## config.mk

```make
export PLATFORM = sky130hd
export DESIGN_NAME = fft_twiddle_sequencer
export DESIGN_NICKNAME = d
export VERILOG_FILES = /design/src/rtl/fft_twiddle_sequencer.sv
export SDC_FILE = /design/constraint.sdc
export NUM_CORES = 1
export LEC_CHECK = 0
export CAP_MARGIN = 30
export CORE_MARGIN = 2
export CORE_UTILIZATION = 30
export CTS_CLUSTER_SIZE = 24
export DETAILED_ROUTE_END_ITERATION = 8
export PLACE_DENSITY = 0.49
export SYNTH_ARGS = -nofsm -noshare
export SYNTH_HDL_FRONTEND = slang
export SYNTH_SLANG_ARGS = --single-unit
```

## constraint.sdc

```tcl
create_clock -name clk -period 4.55 [get_ports clk]
set_input_delay 1.1375 -clock clk [delete_from_list [all_inputs] [get_ports clk]]
set_output_delay 1.1375 -clock clk [all_outputs]
set_load 0.05 [all_outputs]
```

## src/rtl/fft_twiddle_sequencer.sv

```systemverilog
// Radix-2 DIT FFT issue sequencer: walks stages/butterflies, drives the
// twiddle ROM address and emits operand addresses aligned to ROM q.
// Ports: clk, rst_n (async, active-low), start, stall -> busy, done,
//   twiddle_addr[8:0], bfly_valid, addr_a, addr_b, stage[3:0].
// FFT_BITREV_EN adds a bit-reversed LOAD phase with load_valid/load_addr.
module fft_twiddle_sequencer #(
  parameter int LOG2N     = 10,
  parameter int ROM_LAT   = 1,
  parameter int STAGE_GAP = 2
) (
  input  logic             clk,
  input  logic             rst_n,
  input  logic             start,
  input  logic             stall,
  output logic             busy,
  output logic             done,
  output logic [8:0]       twiddle_addr,
  output logic             bfly_valid,
  output logic [LOG2N-1:0] addr_a,
  output logic [LOG2N-1:0] addr_b,
  output logic [3:0]       stage
`ifdef FFT_BITREV_EN
  ,
  output logic             load_valid,
  output logic [LOG2N-1:0] load_addr
`endif
);

  typedef logic [LOG2N-1:0] idx_t;
  typedef enum logic [2:0] {IDLE, LOAD, RUN, GAP, FLUSH} state_t;

  localparam idx_t       K_LAST   = idx_t'((1 << (LOG2N - 1)) - 1);
  localparam logic [3:0] S_LAST   = 4'(LOG2N - 1);
  localparam logic [3:0] GAP_LAST = 4'(STAGE_GAP - 1);
  localparam logic [1:0] F_LAST   = 2'(ROM_LAT - 1);

  state_t     state_q, state_d;
  logic [3:0] s_q, s_d;
  idx_t       k_q, k_d;
  logic [3:0] g_q, g_d;
  logic [1:0] f_q, f_d;
  logic       done_q, done_d;
  logic       issue_v;

`ifdef FFT_BITREV_EN
  localparam idx_t L_LAST = idx_t'((1 << LOG2N) - 1);
  idx_t lc_q, lc_d;
`endif

  idx_t        half, pmask, p, j, a_i, b_i;
  logic [17:0] tw_w;

  always_comb begin
    half  = idx_t'(1) << s_q;
    pmask = half - idx_t'(1);
    p     = k_q & pmask;
    j     = k_q >> s_q;
    a_i   = (j << (s_q + 4'd1)) | p;
    b_i   = a_i | half;
    // 512-entry table covers every stage: index step halves per stage
    tw_w  = 18'(p) << (4'd9 - s_q);
  end

  assign twiddle_addr = tw_w[8:0];
  assign issue_v      = (state_q == RUN) && !stall;
  assign busy         = (state_q != IDLE);
  assign done         = done_q;

  always_comb begin
    state_d = state_q;
    s_d     = s_q;
    k_d     = k_q;
    g_d     = g_q;
    f_d     = f_q;
    done_d  = 1'b0;
`ifdef FFT_BITREV_EN
    lc_d    = lc_q;
`endif
    unique case (state_q)
      IDLE: begin
        s_d = '0;
        k_d = '0;
        // a start coinciding with the done pulse waits one cycle
        if (start && !done_q) begin
`ifdef FFT_BITREV_EN
          state_d = LOAD;
          lc_d    = '0;
`else
          state_d = RUN;
`endif
        end
      end
`ifdef FFT_BITREV_EN
      LOAD: begin
        if (!stall) begin
          if (lc_q == L_LAST) begin
            state_d = RUN;
            lc_d    = '0;
          end else begin
            lc_d = lc_q + idx_t'(1);
          end
        end
      end
`endif
      RUN: begin
        if (!stall) begin
          if (k_q == K_LAST) begin
            k_d = '0;
            if (s_q == S_LAST) begin
              state_d = FLUSH;
              f_d     = '0;
            end else if (STAGE_GAP == 0) begin
              s_d = s_q + 4'd1;
            end else begin
              state_d = GAP;
              g_d     = '0;
            end
          end else begin
            k_d = k_q + idx_t'(1);
          end
        end
      end
      GAP: begin
        if (g_q == GAP_LAST) begin
          state_d = RUN;
          s_d     = s_q + 4'd1;
        end else begin
          g_d = g_q + 4'd1;
        end
      end
      FLUSH: begin
        if (f_q == F_LAST) begin
          state_d = IDLE;
          done_d  = 1'b1;
        end else begin
          f_d = f_q + 2'd1;
        end
      end
      default: state_d = IDLE;
    endcase
  end

  always_ff @(posedge clk or negedge rst_n) begin
    if (!rst_n) begin
      state_q <= IDLE;
      s_q     <= '0;
      k_q     <= '0;
      g_q     <= '0;
      f_q     <= '0;
      done_q  <= 1'b0;
    end else begin
      state_q <= state_d;
      s_q     <= s_d;
      k_q     <= k_d;
      g_q     <= g_d;
      f_q     <= f_d;
      done_q  <= done_d;
    end
  end

`ifdef FFT_BITREV_EN
  always_ff @(posedge clk or negedge rst_n) begin
    if (!rst_n) lc_q <= '0;
    else        lc_q <= lc_d;
  end

  assign load_valid = (state_q == LOAD) && !stall;

  always_comb begin
    load_addr = '0;
    for (int i = 0; i < LOG2N; i++)
      load_addr[i] = lc_q[LOG2N-1-i];
  end
`endif

  // alignment line: always shifts, stalled cycles enter as bubbles
  logic [ROM_LAT-1:0] pv;
  idx_t               pa [ROM_LAT];
  idx_t               pb [ROM_LAT];
  logic [3:0]         ps [ROM_LAT];

  always_ff @(posedge clk or negedge rst_n) begin
    if (!rst_n) begin
      pv <= '0;
      for (int i = 0; i < ROM_LAT; i++) begin
        pa[i] <= '0;
        pb[i] <= '0;
        ps[i] <= '0;
      end
    end else begin
      pv[0] <= issue_v;
      pa[0] <= a_i;
      pb[0] <= b_i;
      ps[0] <= s_q;
      for (int i = 1; i < ROM_LAT; i++) begin
        pv[i] <= pv[i-1];
        pa[i] <= pa[i-1];
        pb[i] <= pb[i-1];
        ps[i] <= ps[i-1];
      end
    end
  end

  assign bfly_valid = pv[ROM_LAT-1];
  assign addr_a     = pa[ROM_LAT-1];
  assign addr_b     = pb[ROM_LAT-1];
  assign stage      = ps[ROM_LAT-1];

endmodule

```

# Word-level counts from Yosys, hierarchy flattened

Cells that the tools add are included.

Add/subtract/negate cells: 6
Multiplexer cells: 24
Shift-type cells: 4
Equality and inequality tests: 15
Bitwise operators: 3
Reductions and logical operators: 16

Operator list:

| kind                                                | count |
|---|---|
| 2-to-1 mux 10 bit                                   | 2 |
| 2-to-1 mux 4 bit                                    | 5 |
| bitwise OR 10 bit                                   | 2 |
| one-hot mux 10 bit (2 select lines)                 | 1 |
| 2-to-1 mux 3 bit                                    | 6 |
| one-hot mux 4 bit (2 select lines)                  | 2 |
| AND reduction 5 bit                                 | 3 |
| != test 2 bit (second input constant)               | 7 |
| one-hot mux 3 bit (4 select lines)                  | 1 |
| adder 10 x 1 -> 10 bit (second input constant)      | 1 |
| AND 10 bit                                          | 1 |
| == test 10 x 9 -> 1 bit (second input constant)     | 1 |
| << shifter 1 x 4 -> 10 bit (first input constant)   | 1 |
| << shifter 10 x 4 -> 10 bit                         | 1 |
| << shifter 10 x 4 -> 9 bit                          | 1 |
| >> shifter 10 x 4 -> 10 bit                         | 1 |
| subtractor 10 x 1 -> 10 bit (second input constant) | 1 |
| adder 4 x 1 -> 4 bit (second input constant)        | 2 |
| 2-to-1 mux 2 bit                                    | 4 |
| nonzero test 2 bit                                  | 4 |
| == test 3 x 2 -> 1 bit (second input constant)      | 2 |
| == test 4 x 1 -> 1 bit (second input constant)      | 1 |
| == test 4 bit (second input constant)               | 1 |
| != test 2 x 1 -> 1 bit (second input constant)      | 2 |
| 11 further kinds                                    | 15 |

Logic and storage cells: 78
Input bits: 4
Register bits after elaboration: 49
Output and inout bits: 36

# Depth between registers and ports, before layout

Gate-level depths: netlist of run 1.

Depth after elaboration: 5
Gate-level depth with buffers: 14
Mapped depth without buffers: 10

# Worst setup path after synthesis of run 1

OpenSTA, ideal clock, no wires.

Path kind: reg2out
From: register s_q[1]
To: output port twiddle_addr[4]
Slack: -0.395 ns
Path buffers: 4
Required time: 3.413 ns
Stages on the path, launching flop included: 15
Data arrival time: 3.807 ns
Path through: dfrtp_1 buf_6 buf_8 inv_1 clkbuf_1 ha_1 clkbuf_1 nand2_1 ha_1 o21ai_0 a221oi_1 a211o_1 nor2_1 o221ai_1 a21boi_0

Longest elaborated chain between the ends: 4
Elaborated cells between the ends (all ways): 5
Those cells by class: add/sub (2); shift (2); bitwise (1)

RTL lines:

| what                           | line | source |
|---|---|---|
| start, declared                | 38   | `logic [3:0] s_q, s_d;` |
| start signal, assigned         | 146  | `s_q <= '0;` |
| start signal, assigned         | 153  | `s_q <= s_d;` |
| << shifter 1 x 4 -> 10 bit     | 54   | `half = idx_t'(1) << s_q;` |
| subtractor 10 x 1 -> 10 bit    | 55   | `pmask = half - idx_t'(1);` |
| AND 10 bit                     | 56   | `p = k_q & pmask;` |
| << shifter 10 x 4 -> 9 bit (*) | 61   | `tw_w = 18'(p) << (4'd9 - s_q);` |
| end, declared                  | 17   | `output logic [8:0] twiddle_addr,` |

Every way passes the cells marked *; elsewhere a longest branch is shown, timed or not.

# Final worst setup path of run 1

From: register s_q[0]
To: output port twiddle_addr[8]

The elaborated chain is that of the path after synthesis.

==> results of run 1 <==
-- logic make-up (layout without fill, tap and decap cells) --
family                   after synthesis  count (layout)  share of synthesized area
flip-flops                            49              49                      0.348
AO/OA/AOI/OAI                        106             106                      0.210
XOR/XNOR                              12              12                     0.0298
adder cells (fa/ha/maj)               13              13                     0.0461
buffers and inverters                 48              78                     0.0596
multiplexers                          23              23                     0.0738
AND/OR/NAND/NOR                      159             159                      0.234
-- state kept, by name, indices dropped and copies added, names as in the netlist --
signal / cells
addr_a: 10
addr_b: 10
k_q: 10
g_q: 4
s_q: 4
stage: 4
state_q: 3
f_q: 2
bfly_valid: 1
done: 1
-- path summary, 6_finish.rpt --
path,startpoint,slack [ns],cells past startpoint,endpoint
min in group asynchronous,rst_n,0.94,2,addr_b[9]
worst min register to register,s_q[2],0.47,0,stage[2]
worst max-delay path,s_q[0],0.33,10,twiddle_addr[8]
worst min-delay path,s_q[2],0.47,0,stage[2]
max in group asynchronous,rst_n,3.19,2,s_q[1]
worst max register to register,s_q[0],1.25,8,addr_b[9]
-- metrics by stage --
stage,utilization,cell area [um2],setup slack [ns],cells
after floorplan,-,3540,0.0750,410
after global placement,0.359,4120,0.527,575
after detailed placement,0.359,4120,0.504,575
after CTS,0.374,4290,0.177,583
after global routing,0.375,4300,0.0840,583
final,0.375,4300,0.327,583
-- per-layer routing --
layer,track usage,vias up,wire length (um)
met3,0.0302,17,515
met4,0.0602,0,304
met2,0.271,97,4950
met5,0,-,0
met1,0.229,1618,4700
li1,-,1573,-
-- power by group --
part	switching [mW]	internal, mW
registers	0.0765	0.552
logic	1.17	0.621
clock network	0.177	0.264
total	1.42	1.44
-- area by class of cell --
class | instances | area share
timing repair buffer | 52 | 0.127
tap | 143 | 0.0416
multi-input combinational | 313 | 0.490
inverter | 18 | 0.0157
sequential | 49 | 0.285
clock buffer | 5 | 0.0291
clock inverter | 3 | 0.0111
-- synthesized netlist by cell type, types with 4 or more instances --
| master | count |
|---|---|
| a21oi_1 | 13 |
| and3_1 | 6 |
| buf_2 | 6 |
| clkbuf_1 | 18 |
| dfrtp_1 | 49 |
| ha_1 | 13 |
| inv_1 | 18 |
| mux2_2 | 6 |
| mux2i_1 | 14 |
| nand2_1 | 42 |
| nand2b_1 | 8 |
| nand3_1 | 19 |
| nand4_1 | 7 |
| nor2_1 | 31 |
| nor2b_1 | 6 |
| nor3_1 | 6 |
| nor3b_1 | 5 |
| o211ai_1 | 4 |
| o21ai_0 | 31 |
| o221ai_1 | 7 |
| o22ai_1 | 7 |
| o32ai_1 | 4 |
| or2_2 | 4 |
| or4_1 | 4 |
| xnor2_1 | 7 |
| xor2_1 | 5 |
==> impl_metrics.json, run 1 <==
{
  "drt-total-wl_mm": 10.5,
  "maxSlewHeadroom": 0.449,
  "cts_tree": "done",
  "synth_fp_nets": 427,
  "seqCellArea_um2": 1230,
  "synth_flop_cell": "dfrtp_1",
  "start_kind": "flip-flop",
  "post-route-period-util": 0.928,
  "synth.area.top_cells": "dfrtp_1 35%, ha_1 4.6%, nand2_1 4.5%",
  "gp_congestion": 0.915,
  "synthCells": 410,
  "critPathTopFamily": "compound AO/OA/AOI/OAI gates",
  "grt_max_degree": 50,
  "drive_gt1_frac": 0.116,
  "avgSynthCellArea_um2": 8.61,
  "crit_arrival_ns": 3.09,
  "clkSlewWorstSetupHoldPaths_ns": 0.07,
  "hold_class": "reg2reg",
  "cts_setup_buffers": 0,
  "cp_num_buf_inv": 2,
  "rsz0062_at_grt": "false",
  "grt_use_total": 0.169,
  "critical_path.max_stage_delay_ns": 0.58,
  "initial_utilization": 0.308,
  "path_class": "reg2out",
  "firstDrtPassIters": 8,
  "slew_viol_final": 0,
  "finClkSkew_ns": 0.00989,
  "num_vias": 3305,
  "via_per_inst": 5.67,
  "status": "finished, final reports clean",
  "total_power_mw": 2.86,
  "first_iter_violations": 256,
  "grt_pass1_vias": 3233,
  "h-tree-depth": 2,
  "synth_top_area_share": 0.348,
  "cts_buffer_depth": 2,
  "clk-insertion-delay-late_ns": 0.30,
  "dp_hpwl_mm": 7.90,
  "fillers": 1174,
  "synth_edf_count": 0,
  "final_net_count": 456,
  "diodes": 0,
  "die-area_um2": 12600,
  "vdd_drop_max_mv": 0.342,
  "tightest_slew_ns": 0.826,
  "grt-ovfl-total": 0,
  "rows": 39,
  "wl_per_cell_um": 18.0,
  "cts_made_buffers": 5,
  "io_pins": 40,
  "ys_ff_latch": 49,
  "p_per_area_nw_per_um2": 666,
  "post-route-min-period_ns": 4.22,
  "ant_nets": 0,
  "cts-hold-fix-buffers": 0,
  "cpMaxStageDelayCell": "o21ai_0",
  "port-buffer-count": 39,
  "final.setup.tns_ns": 0,
  "grt_antenna_before_repair": 0,
  "cts.sink_count": 49,
  "synth_area_um2": 3530,
  "grt_pass1_wl_mm": 17.4,
  "finalHoldViolations": 0,
  "yosys.area.top_type": "dfrtp_1",
  "crit_fanout": 10,
  "core-area_um2": 11500,
  "yosysSeqAreaShare": 0.348,
  "synth_cell_types": 66,
  "finalSetupViolCount": 0,
  "final_common_cell": "dfrtp_1",
  "drc": 0,
  "yosysWarnings": 0,
  "leakagePower_nw": 1.80,
  "crit_chain": "buf_4, ha_1, ha_1, o211ai_1, o41ai_1, o21ai_0, o221ai_1, o311ai_0, o211ai_1, buf_12",
  "die_x_um": 112,
  "multi_input_area_um2": 2110,
  "post_cts_resized": 0,
  "die_height_um": 112,
  "mostFrequentLayoutCells": "49 x dfrtp_1, 42 x nand2_1, 31 x nor2_1",
  "end_kind": "output port",
  "synth-async-reset-ratio": 1.00,
  "cp.required_ns": 3.41,
  "area_growth_pct": 21.8,
  "drv_cap": 0,
  "max_freq_mhz": 237,
  "cts-root-buf": "clkbuf_16",
  "whs_ns": 0.468
}
Note: power is estimated with default switching activity, not from simulation.
==> run 2: changes to the inputs <==
MAX_ROUTING_LAYER = met4   (was default)
==> run 2 against run 1 <==
  * Clock skew down 0.0031 ns
  * First-iteration DRC count down 3.9%
  * Sequential power up 3%
  * Routed wire length up 1.3%
  * Final cell count up 0.17%
  * Sequential share of layout area about the same
  * Hold slack better by 0.019 ns
  * Non-clock buffer count up 1
  * Global-route usage up 0.48 points
  * Highest routed layer unchanged
==> impl_metrics.json, run 2 (synthesis gave the netlist of run 1 again) <==
{
  "firstDrtPassIters": 7,
  "vdd_drop_max_mv": 0.364,
  "dp_hpwl_mm": 7.86,
  "p_int_mw": 1.45,
  "mostFrequentLayoutCells": "48 x dfrtp_1, 42 x nand2_1, 31 x nor2_1",
  "rrSetupSlack_ns": 1.46,
  "crit_arrival_ns": 3.11,
  "cts.sink_count": 49,
  "first_iter_violations": 246,
  "die_height_um": 112,
  "cpMaxStageDelayCell": "dfrtp_2",
  "cts-hold-fix-buffers": 0,
  "rows": 39,
  "instances_no_fill": 584,
  "post-place-ws_ns": 0.401,
  "slew_viol_final": 0,
  "drc": 0,
  "finClkSkew_ns": 0.00682,
  "start_kind": "flip-flop",
  "max_freq_mhz": 235,
  "path_class": "reg2out",
  "leakagePower_nw": 1.80,
  "die-area_um2": 12600,
  "grt_pass1_vias": 3045,
  "p_comb_frac": 0.620,
  "final_net_count": 457,
  "maxSlewHeadroom": 0.460,
  "gp_congestion": 0.939,
  "cp_num_buf_inv": 1,
  "min_path_cells": 1,
  "power_frac_clock": 0.153,
  "core-area_um2": 11500,
  "drive_gt1_frac": 0.116,
  "cp.depth": 9,
  "die_x_um": 112,
  "tightest_slew_ns": 0.810,
  "post-route-min-period_ns": 4.25,
  "grt_antenna_before_repair": 0,
  "p_per_area_nw_per_um2": 665,
  "switchingPower_mw": 1.41,
  "port-buffer-count": 39,
  "crit_chain": "ha_1, ha_1, nor4_1, xnor2_1, o21ai_1, nor2_1, o311ai_0, o211ai_1, buf_12",
  "grt-ovfl-total": 0,
  "critPathTopFamily": "compound AO/OA/AOI/OAI gates",
  "swShare": 0.492,
  "crit_path_frequent_cell": "ha_1",
  "grt_use_total": 0.174,
  "finalSetupViolCount": 0,
  "grt_pass1_wl_mm": 17.1,
  "h-tree-depth": 2,
  "r2r_start": "s_q[0]",
  "drv_cap": 0,
  "cts-root-buf": "clkbuf_16",
  "rsz0062_at_grt": "false",
  "diodes": 0,
  "worst-r2r-cell-count": 7,
  "hold_class": "reg2reg",
  "min_to": "f_q[0]",
  "io_pins": 40,
  "post-route-period-util": 0.934,
  "cts_buffer_depth": 2,
  "drt-total-wl_mm": 10.6,
  "final.setup.tns_ns": 0,
  "crit_fanout": 13,
  "final_common_cell": "dfrtp_1",
  "min_from": "f_q[0]",
  "critical_path.max_stage_delay_ns": 0.50,
  "num_vias": 3325,
  "ant_nets": 0,
  "initial_utilization": 0.308,
  "worst_slack_ns": 0.300,
  "clkSlewWorstSetupHoldPaths_ns": 0.07,
  "finalHoldViolations": 0,
  "cts_made_buffers": 5,
  "final_core_util": 0.375,
  "worstReg2RegEnd": "addr_b[9]",
  "dp.cells": 576,
  "clk-insertion-delay-late_ns": 0.29,
  "end_kind": "output port",
  "via_per_inst": 5.69,
  "wl_per_cell_um": 18.2,
  "status": "finished, final reports clean",
  "area_growth_pct": 21.9,
  "cp.required_ns": 3.41,
  "share_seq_of_total_power": 0.227,
  "cts_tree": "done",
  "grt_max_degree": 50
}
==> run 2: worst max path at each step <==
stage | startpoint | endpoint | slack (ns)
floorplan | s_q[1] | twiddle_addr[8] | 0.08
global placement | s_q[0] | twiddle_addr[8] | 0.46
detailed placement | s_q[0] | twiddle_addr[8] | 0.40
CTS | s_q[0] | twiddle_addr[8] | 0.09
global route | s_q[1] | twiddle_addr[7] | 0.07
finish | s_q[0] | twiddle_addr[8] | 0.30
==> run 2: metal layers <==
| metal | up-vias | routed length, um | track usage |
|---|---|---|---|
| li1 | 1571 | - | - |
| met1 | 1613 | 4900 | 0.246 |
| met2 | 129 | 4900 | 0.261 |
| met3 | 12 | 621 | 0.0275 |
| met4 | 0 | 197 | 0.0439 |
| met5 | - | 0 | - |
==> run 2: final cells by class <==
type                       count  area, um2
sequential                    49       1230
inverter                      18       67.6
multi-input combinational    313       2100
tap                          143        179
timing repair buffer          53        556
fill                        1146       7170
clock buffer                   7        143
clock inverter                 1       30.0
==> run 2: power groups by stage <==
stage / registers, mW / clock network, mW / logic (mW)
final: 0.649 / 0.438 / 1.77
after global placement: 0.651 / 0 / 1.77
after CTS: 0.647 / 0.449 / 1.77
after global routing: 0.666 / 0.471 / 1.91
after floorplan: 0.877 / 0 / 0.987
after detailed placement: 0.655 / 0 / 1.77
==> run 2: through the flow <==
step	total power [mW]	area [um2]	hold slack (ns)
finish	2.86	4300	0.487
CTS	2.86	4300	0.495
floorplan	1.86	3540	0.409
global placement	2.43	4130	0.467
detailed placement	2.42	4130	0.486
global route	3.05	4300	0.505
==> run 2: repair_timing <==
action,in CTS,in global routing
resized for setup,0,3
setup buffers,0,0
endpoints found under the setup margin,0,2
==> run 3: changes to the inputs <==
TNS_END_PERCENT = 100   (was default)
==> results of run 3 <==
No change in the layout: final DEF, timing and power equal those of run 2.
